$ cat src/rtl/uart_dma_pkg.sv
// Shared widths and state encoding for the UART DMA datapath blocks.
package uart_dma_pkg;

    localparam int UART_BYTE_W = 8;
    localparam int TIMEOUT_W   = 16;

    typedef enum logic {
        ST_IDLE = 1'b0,
        ST_XFER = 1'b1
    } arb_state_e;

endpackage

$ cat src/rtl/rr_arbiter.sv
// Combinational round-robin picker: the first set request at or after ptr wins.
module rr_arbiter #(
    parameter int N     = 2,
    parameter int PTR_W = $clog2(N)
) (
    input  logic [N-1:0]     req,
    input  logic [PTR_W-1:0] ptr,
    output logic [N-1:0]     grant
);

    // NOTE: grant gets its default before the loop, so no path leaves it unassigned and no latch forms.
    always_comb begin
        grant = '0;
        // Walk offsets from the far end so the requester closest to ptr is the final writer.
        for (int i = N - 1; i >= 0; i--) begin
            for (int j = 0; j < N; j++) begin
                if (req[j] && ((int'(ptr) + i) % N) == j) begin
                    grant    = '0;
                    grant[j] = 1'b1;
                end
            end
        end
    end

endmodule

$ cat src/rtl/uart_tx_arbiter.sv
// Frame-granular round-robin arbiter sharing one UART tx byte path among NUM_REQ sources.
module uart_tx_arbiter
    import uart_dma_pkg::*;
#(
    parameter int                   NUM_REQ     = 2,
    parameter logic [TIMEOUT_W-1:0] TIMEOUT_CYC = 16'd50000
) (
    input  logic                           i_clk,
    input  logic                           i_rst,
    input  logic [NUM_REQ*UART_BYTE_W-1:0] i_req_data,
    input  logic [NUM_REQ-1:0]             i_req_valid,
    input  logic [NUM_REQ-1:0]             i_req_last,
    output logic [NUM_REQ-1:0]             o_req_ready,
    output logic [UART_BYTE_W-1:0]         o_uart_tx_data,
    output logic                           o_uart_tx_valid,
    input  logic                           i_uart_tx_ready,
    output logic [NUM_REQ-1:0]             o_grant,
    output logic                           o_busy,
    output logic                           o_timeout
);

    localparam int PTR_W = $clog2(NUM_REQ);

    arb_state_e             state_q, state_d;
    logic [PTR_W-1:0]       ptr_q, ptr_d, gidx_q, gidx_d, arb_idx, ptr_next;
    logic [UART_BYTE_W-1:0] data_q, data_d, g_data;
    logic                   valid_q, valid_d, tout_q, tout_d;
    logic [TIMEOUT_W-1:0]   cnt_q, cnt_d;
    logic [NUM_REQ-1:0]     arb_grant;
    logic                   g_valid, g_last, slot_free, hs;

    rr_arbiter #(.N(NUM_REQ), .PTR_W(PTR_W)) u_rr (
        .req   (i_req_valid),
        .ptr   (ptr_q),
        .grant (arb_grant)
    );

    always_comb begin
        arb_idx = '0;
        g_valid = 1'b0;
        g_last  = 1'b0;
        g_data  = '0;
        o_grant = '0;
        for (int k = 0; k < NUM_REQ; k++) begin
            if (arb_grant[k]) arb_idx = PTR_W'(k);
            o_grant[k] = (state_q == ST_XFER) && (gidx_q == PTR_W'(k));
            if (gidx_q == PTR_W'(k)) begin
                g_valid = i_req_valid[k];
                g_last  = i_req_last[k];
                g_data  = i_req_data[k*UART_BYTE_W +: UART_BYTE_W];
            end
        end
    end

    assign slot_free   = !valid_q || i_uart_tx_ready;
    assign o_req_ready = slot_free ? o_grant : '0;
    assign hs          = (state_q == ST_XFER) && g_valid && slot_free;
    // The finishing owner hands first priority to its neighbour.
    assign ptr_next    = (gidx_q == PTR_W'(NUM_REQ - 1)) ? '0 : gidx_q + PTR_W'(1);

    always_comb begin
        state_d = state_q;
        ptr_d   = ptr_q;
        gidx_d  = gidx_q;
        data_d  = data_q;
        valid_d = valid_q;
        cnt_d   = cnt_q;
        tout_d  = 1'b0;

        if (valid_q && i_uart_tx_ready) valid_d = 1'b0;

        case (state_q)
            ST_IDLE: begin
                cnt_d = '0;
                if (|i_req_valid) begin
                    state_d = ST_XFER;
                    gidx_d  = arb_idx;
                end
            end
            ST_XFER: begin
                if (hs) begin
                    data_d  = g_data;
                    valid_d = 1'b1;
                end
                if (g_valid) begin
                    cnt_d = '0;
                    if (hs && g_last) begin
                        state_d = ST_IDLE;
                        ptr_d   = ptr_next;
                    end
                end else if (TIMEOUT_CYC != '0 && cnt_q == TIMEOUT_CYC - 16'd1) begin
                    // Stalled owner: release it, but the byte already held still drains.
                    tout_d  = 1'b1;
                    state_d = ST_IDLE;
                    ptr_d   = ptr_next;
                    cnt_d   = '0;
                end else if (TIMEOUT_CYC != '0) begin
                    cnt_d = cnt_q + 16'd1;
                end
            end
            default: state_d = ST_IDLE;
        endcase
    end

    // NOTE: state registers use non-blocking assignments so every flop samples pre-edge values.
    always_ff @(posedge i_clk) begin
        if (i_rst) begin
            state_q <= ST_IDLE;
            ptr_q   <= '0;
            gidx_q  <= '0;
            data_q  <= '0;
            valid_q <= 1'b0;
            cnt_q   <= '0;
            tout_q  <= 1'b0;
        end else begin
            state_q <= state_d;
            ptr_q   <= ptr_d;
            gidx_q  <= gidx_d;
            data_q  <= data_d;
            valid_q <= valid_d;
            cnt_q   <= cnt_d;
            tout_q  <= tout_d;
        end
    end

    assign o_uart_tx_data  = data_q;
    assign o_uart_tx_valid = valid_q;
    assign o_busy          = (state_q == ST_XFER) || valid_q;
    assign o_timeout       = tout_q;

endmodule

$ cat config.mk
export PLATFORM = sky130hd
export DESIGN_NAME = uart_tx_arbiter
export DESIGN_NICKNAME = d
export VERILOG_FILES = /design/src/rtl/uart_dma_pkg.sv /design/src/rtl/rr_arbiter.sv /design/src/rtl/uart_tx_arbiter.sv
export SDC_FILE = /design/constraint.sdc
export NUM_CORES = 1
export LEC_CHECK = 0
export ABC_AREA = 1
export BUFFER_PORTS_ARGS = -buffer_cell sky130_fd_sc_hd__buf_2
export CORE_ASPECT_RATIO = 2
export CORE_MARGIN = 2
export CORE_UTILIZATION = 35
export CTS_BUF_LIST = sky130_fd_sc_hd__clkbuf_16
export CTS_CLUSTER_SIZE = 14
export DETAILED_ROUTE_END_ITERATION = 10
export GPL_ROUTABILITY_DRIVEN = 0
export PLACE_DENSITY = 0.67
export SYNTH_ARGS = -nofsm -noshare
export SYNTH_HDL_FRONTEND = slang
export SYNTH_SLANG_ARGS = --single-unit
$ cat constraint.sdc
create_clock -name i_clk -period 1.8 [get_ports i_clk]
set_input_delay 0.27 -clock i_clk [delete_from_list [all_inputs] [get_ports i_clk]]
set_output_delay 0.27 -clock i_clk [all_outputs]
set_load 0.01 [all_outputs]
# Yosys cells after proc, flatten, opt, wreduce, memory -nomap -nowiden
# Cells that the tools add are included.
# totals
elab_cells,62
in_bits,23
reg_bits,29
output_inout_bits,15
# classes
eq_ne,3
n_bitwise,3
mux,25
reduce_logical,21
n_addsub,3
# ops
cell,count
32-bit logical NOT,2
16-bit two-way mux,2
16-bit one-hot mux with 2 select lines,1
"16-bit by 1-bit adder with 16-bit output, second input constant",1
"16-bit equality test, second input constant",1
1-bit two-way mux,16
1-bit logical AND,10
2-bit two-way mux,4
8-bit two-way mux,1
2-bit AND reduction,2
3-bit AND reduction,1
3-bit OR reduction,1
"1-bit adder, second input constant",2
"2-bit equality test, second input constant",1
1-bit logical OR,2
"2-bit by 1-bit != test with 1-bit output, second input constant",1
1-bit NOT,2
1-bit one-hot mux with 2 select lines,1
2-bit nonzero test,1
2-bit OR reduction,1
"1-bit AND, first input constant",1
1-bit logical NOT,1

# Depth between registers and ports, before layout
# logic_depth
ltp_word,9
mapped_depth,9
mapped_depth_nobuf,9

# Cells and area by module
# Synthesis repeated with hierarchy kept, for this count alone.
# hier_totals
cells_unflattened,188
hier_area_um2,1460.2
# by_module_without_submodules
mod,instances,cells_each,area_per_inst_um2,seq_area_each_um2
uart_tx_arbiter,1,183,1440.1,580.6
rr_arbiter,1,5,20.0,0.0

# Worst setup path before layout
# No wires, ideal clock.
# synth_timing
kind,reg-to-reg
startpoint,reg cnt_q[0]
endpoint,reg cnt_q[15]
period_less_slack_ns,1.356
setup_slack_ns,0.444
arrival_ns,1.237
stages_incl_launch_ff,8
t_required_ns,1.681
setup_time_ns,0.119
path_buffers,1
path_cell_list,dfxtp_1 > ha_1 > nand3_2 > nor2_2 > nand3_1 > nand2_2 > buf_6 > a21oi_1
# synth_via
elab_chain_len,4
elab_cells_between_ends,5
cone_classes,add/sub (1); eq/ne (1); mux (3)
# synth_lines
item,line,rtl
start: declaration,uart_tx_arbiter.sv:28,"logic [TIMEOUT_W-1:0] cnt_q, cnt_d;"
start signal: assignment,uart_tx_arbiter.sv:121,cnt_q <= cnt_d;
16-bit by 1-bit adder with 16-bit output or 16-bit equality test (tied branches),"uart_tx_arbiter.sv:98, uart_tx_arbiter.sv:91",
16-bit two-way mux (*),uart_tx_arbiter.sv:91,end else if (TIMEOUT_CYC != '0 && cnt_q == TIMEOUT_CYC - 16'd1) begin
16-bit two-way mux (*),uart_tx_arbiter.sv:85,if (g_valid) begin
16-bit one-hot mux with 2 select lines (*),uart_tx_arbiter.sv:72,case (state_q)
# Mark *: on every way between the ends. The rest lies on a longest branch, timed or not.
# A chain may end at the register's enable or synchronous reset.

# Worst setup path in the final report
# layout_timing
startpoint,reg cnt_q[0]
endpoint,reg cnt_q[8]
# The elaborated chain is that of the path after synthesis.

==> flow_summary.toml <==
[cells_and_area]
stdcell_area_um2 = 1840
finalNonFillerCells = 300
utilization_pct = 45.5
area_growth_pct = 27.5
nFillCells = 453
diodes = 0
fin_nets = 271
layout-drive-gt1-share_pct = 24.2

[grt]
grt_max_degree = 19
grt_pass1_vias = 1421
grt_first_pass_wirelength_mm = 6.00
antenna_found_initial = 0
grt_remaining_overflow = 0
grt_use_total_pct = 17.1

[critical_path]
critical_path_required_ns = 1.95
cpPeakStageDelay_ns = 0.38
crit_chain = "ha_1, nand3_2, nor2_2, nand3_1, nand2_2, nor3b_1"
critPathSlowestCell = "dfxtp_1"
endpoint_kind = "flip-flop"
startpoint_type = "flip-flop"
worst_ep_arrival_time_ns = 1.69
crit_path_max_fanout = 16
path_class = "flip-flop to flip-flop"

[placed_design]
dp_cells = 292
placed_cell_area_um2 = 1680
portBuffers = 37
place_ws_ns = 0.250
hpwl_mm = 2.72

[sta]
hold_viol = 0
worst_slew_pin_slew_ns = 0.359
clock_skew_ns = 0.00464
rsz0062_at_grt = "no"
fmax_mhz = 648
maxSlewViolCount = 0
period_share_pct = 85.7
setup_viol = 0
relSlewSlack_pct = 76.0
setup_ws_ns = 0.257
hold_slack_ns = 0.203
period_minus_slack_ns = 1.54
fin_setup_tns_ns = 0

[synthesis]
synth_area_um2 = 1440
synth_simple_gate_area_share_pct = 37.7
synthXorXnorAreaFrac_pct = 1.21
synth_mux_area_share_pct = 0
yosys-top-cells-count = "nand2_1 (55), dfxtp_1 (29), inv_1 (22), nor2_1 (22)"
avgSynthCellArea_um2 = 7.04
synth_top_cell_area_share_pct = 40.2
synth_edf_count = 0
synthTopCellsByArea = "dfxtp_1 (40%), nand2_1 (14%), inv_1 (5.7%)"
syn_inst = 205
ys_warn_count = 0
yosysTopAreaCell = "dfxtp_1"
syn-num-nets = 229
yosysMostFrequentCell = "nand2_1"
synthArstFlopShare_pct = 0
synth_top_family_by_area = "simple AND/OR/NAND/NOR gates"
synth.distinct_cells = 29
synth_compound_area_share_pct = 12.1
yosys_most_used_dff = "dfxtp_1"
synth-adder-area-share_pct = 0.867
seq_area_frac_synth_pct = 40.2
ys_seq_elements = 29

[clock_tree]
numCtsBuffers = 5
ctsHoldBuffers = 0
cts_resized = 0
tritoncts = "built"
root_buffer = "clkbuf_16"
htree_levels = 2
clockBufferDepth = 2
clk_latency_ns = 0.28
clock_sinks = 29
clk_pin_slew_ns = 0.05
post_cts_buffers = 0

[floorplanning]
initial_utilization_pct = 35.7
core_um2 = 4050
dieArea_um2 = 4690
fp.dieH_um = 94.8
std_cell_rows = 33
fp.dieW_um = 49.4
num_io_pins = 38

[routing]
via_per_inst = 4.85
drt_pass1_iterations = 4
first_iter_violations = 20
vias = 1454
drc = 0
drtAntennaViolNets = 0
wirelength_mm = 3.45
detail_route.wl_per_cell_um = 11.5

[pwr]
power_density_nw_per_um2 = 958
power.total_mw = 1.76
power_leakage_nw = 0.773
ir_worst_vdd_mv = 0.806

[run]
cap_violations = 0

[worst_hold_path]
hp-class = "primary input to flip-flop"

[status]
status = "finished, final reports clean"
layout by cell type (no fill, tap or decap), types with 2 or more instances in the layout:
| cell type | n |
|---|---|
| inv_1 | 23 |
| nand2_2 | 3 |
| nor2_2 | 2 |
| nor3b_1 | 2 |
| nor2_1 | 22 |
| nand3_1 | 10 |
| dfxtp_1 | 29 |
| a21oi_2 | 4 |
| a31oi_1 | 8 |
| nand4_1 | 6 |
| nor2_4 | 2 |
| nor3_2 | 2 |
| a21oi_1 | 7 |
| buf_2 | 37 |
| nor3_1 | 6 |
| and3_1 | 2 |
| o21ai_0 | 10 |
| buf_4 | 2 |
| clkbuf_16 | 5 |
| nand2_1 | 55 |
registers in the layout (all words and copies together) (netlist names):
register	cells
o_uart_tx_data	8
ptr_q	1
o_uart_tx_valid	1
o_timeout	1
state_q	1
gidx_q	1
cnt_q	16
critical path: cells and delay by family, from the launching register on:
family | cells | cell delay, ns
simple gates | 5 | 0.81
flops | 1 | 0.38
fa+ha+maj | 1 | 0.22
worst paths after layout:
path                                          start  slack, ns  cells after the start                         end
worst min-delay path                          i_rst       0.20                      2  o_uart_tx_valid$_SDFF_PP0_
worst min register to register  cnt_q[0]$_SDFF_PP0_       0.47                      1         cnt_q[0]$_SDFF_PP0_
worst max register to register  cnt_q[0]$_SDFF_PP0_       0.26                      6         cnt_q[8]$_SDFF_PP0_
worst max-delay path            cnt_q[0]$_SDFF_PP0_       0.26                      6         cnt_q[8]$_SDFF_PP0_
metal layers:
| layer | global-route usage, % | wire length [um] |
|---|---|---|
| met5 | 0 | 0 |
| met4 | 14.4 | 168 |
| met2 | 31.9 | 1900 |
| met1 | 14.7 | 1210 |
| met3 | 4.27 | 168 |
kinds of logic (layout without fill, tap and decap cells):
family	count (synthesis)	count (layout)
compound gates	30	30
xor+xnor	2	2
fa+ha+maj	1	1
buf+inv	26	69
flops	29	29
simple gates	117	117
power by group:
group / switching, mW / internal [mW]
sequential: 0.0135 / 0.667
combinational: 0.0885 / 0.0642
clock: 0.290 / 0.641
cell type report:
type                            instances  area [um2]  share of cell area [%]
Sequential cell                        29         581                    31.5
Clock inverter                          3        37.5                    2.04
Multi-Input combinational cell        150         749                    40.7
Inverter                               22        82.6                    4.49
Clock buffer                            5         125                    6.80
Tap cell                               52        65.1                    3.54
Timing Repair Buffer                   39         200                    10.9
Note: power is estimated with default switching activity, not from simulation.
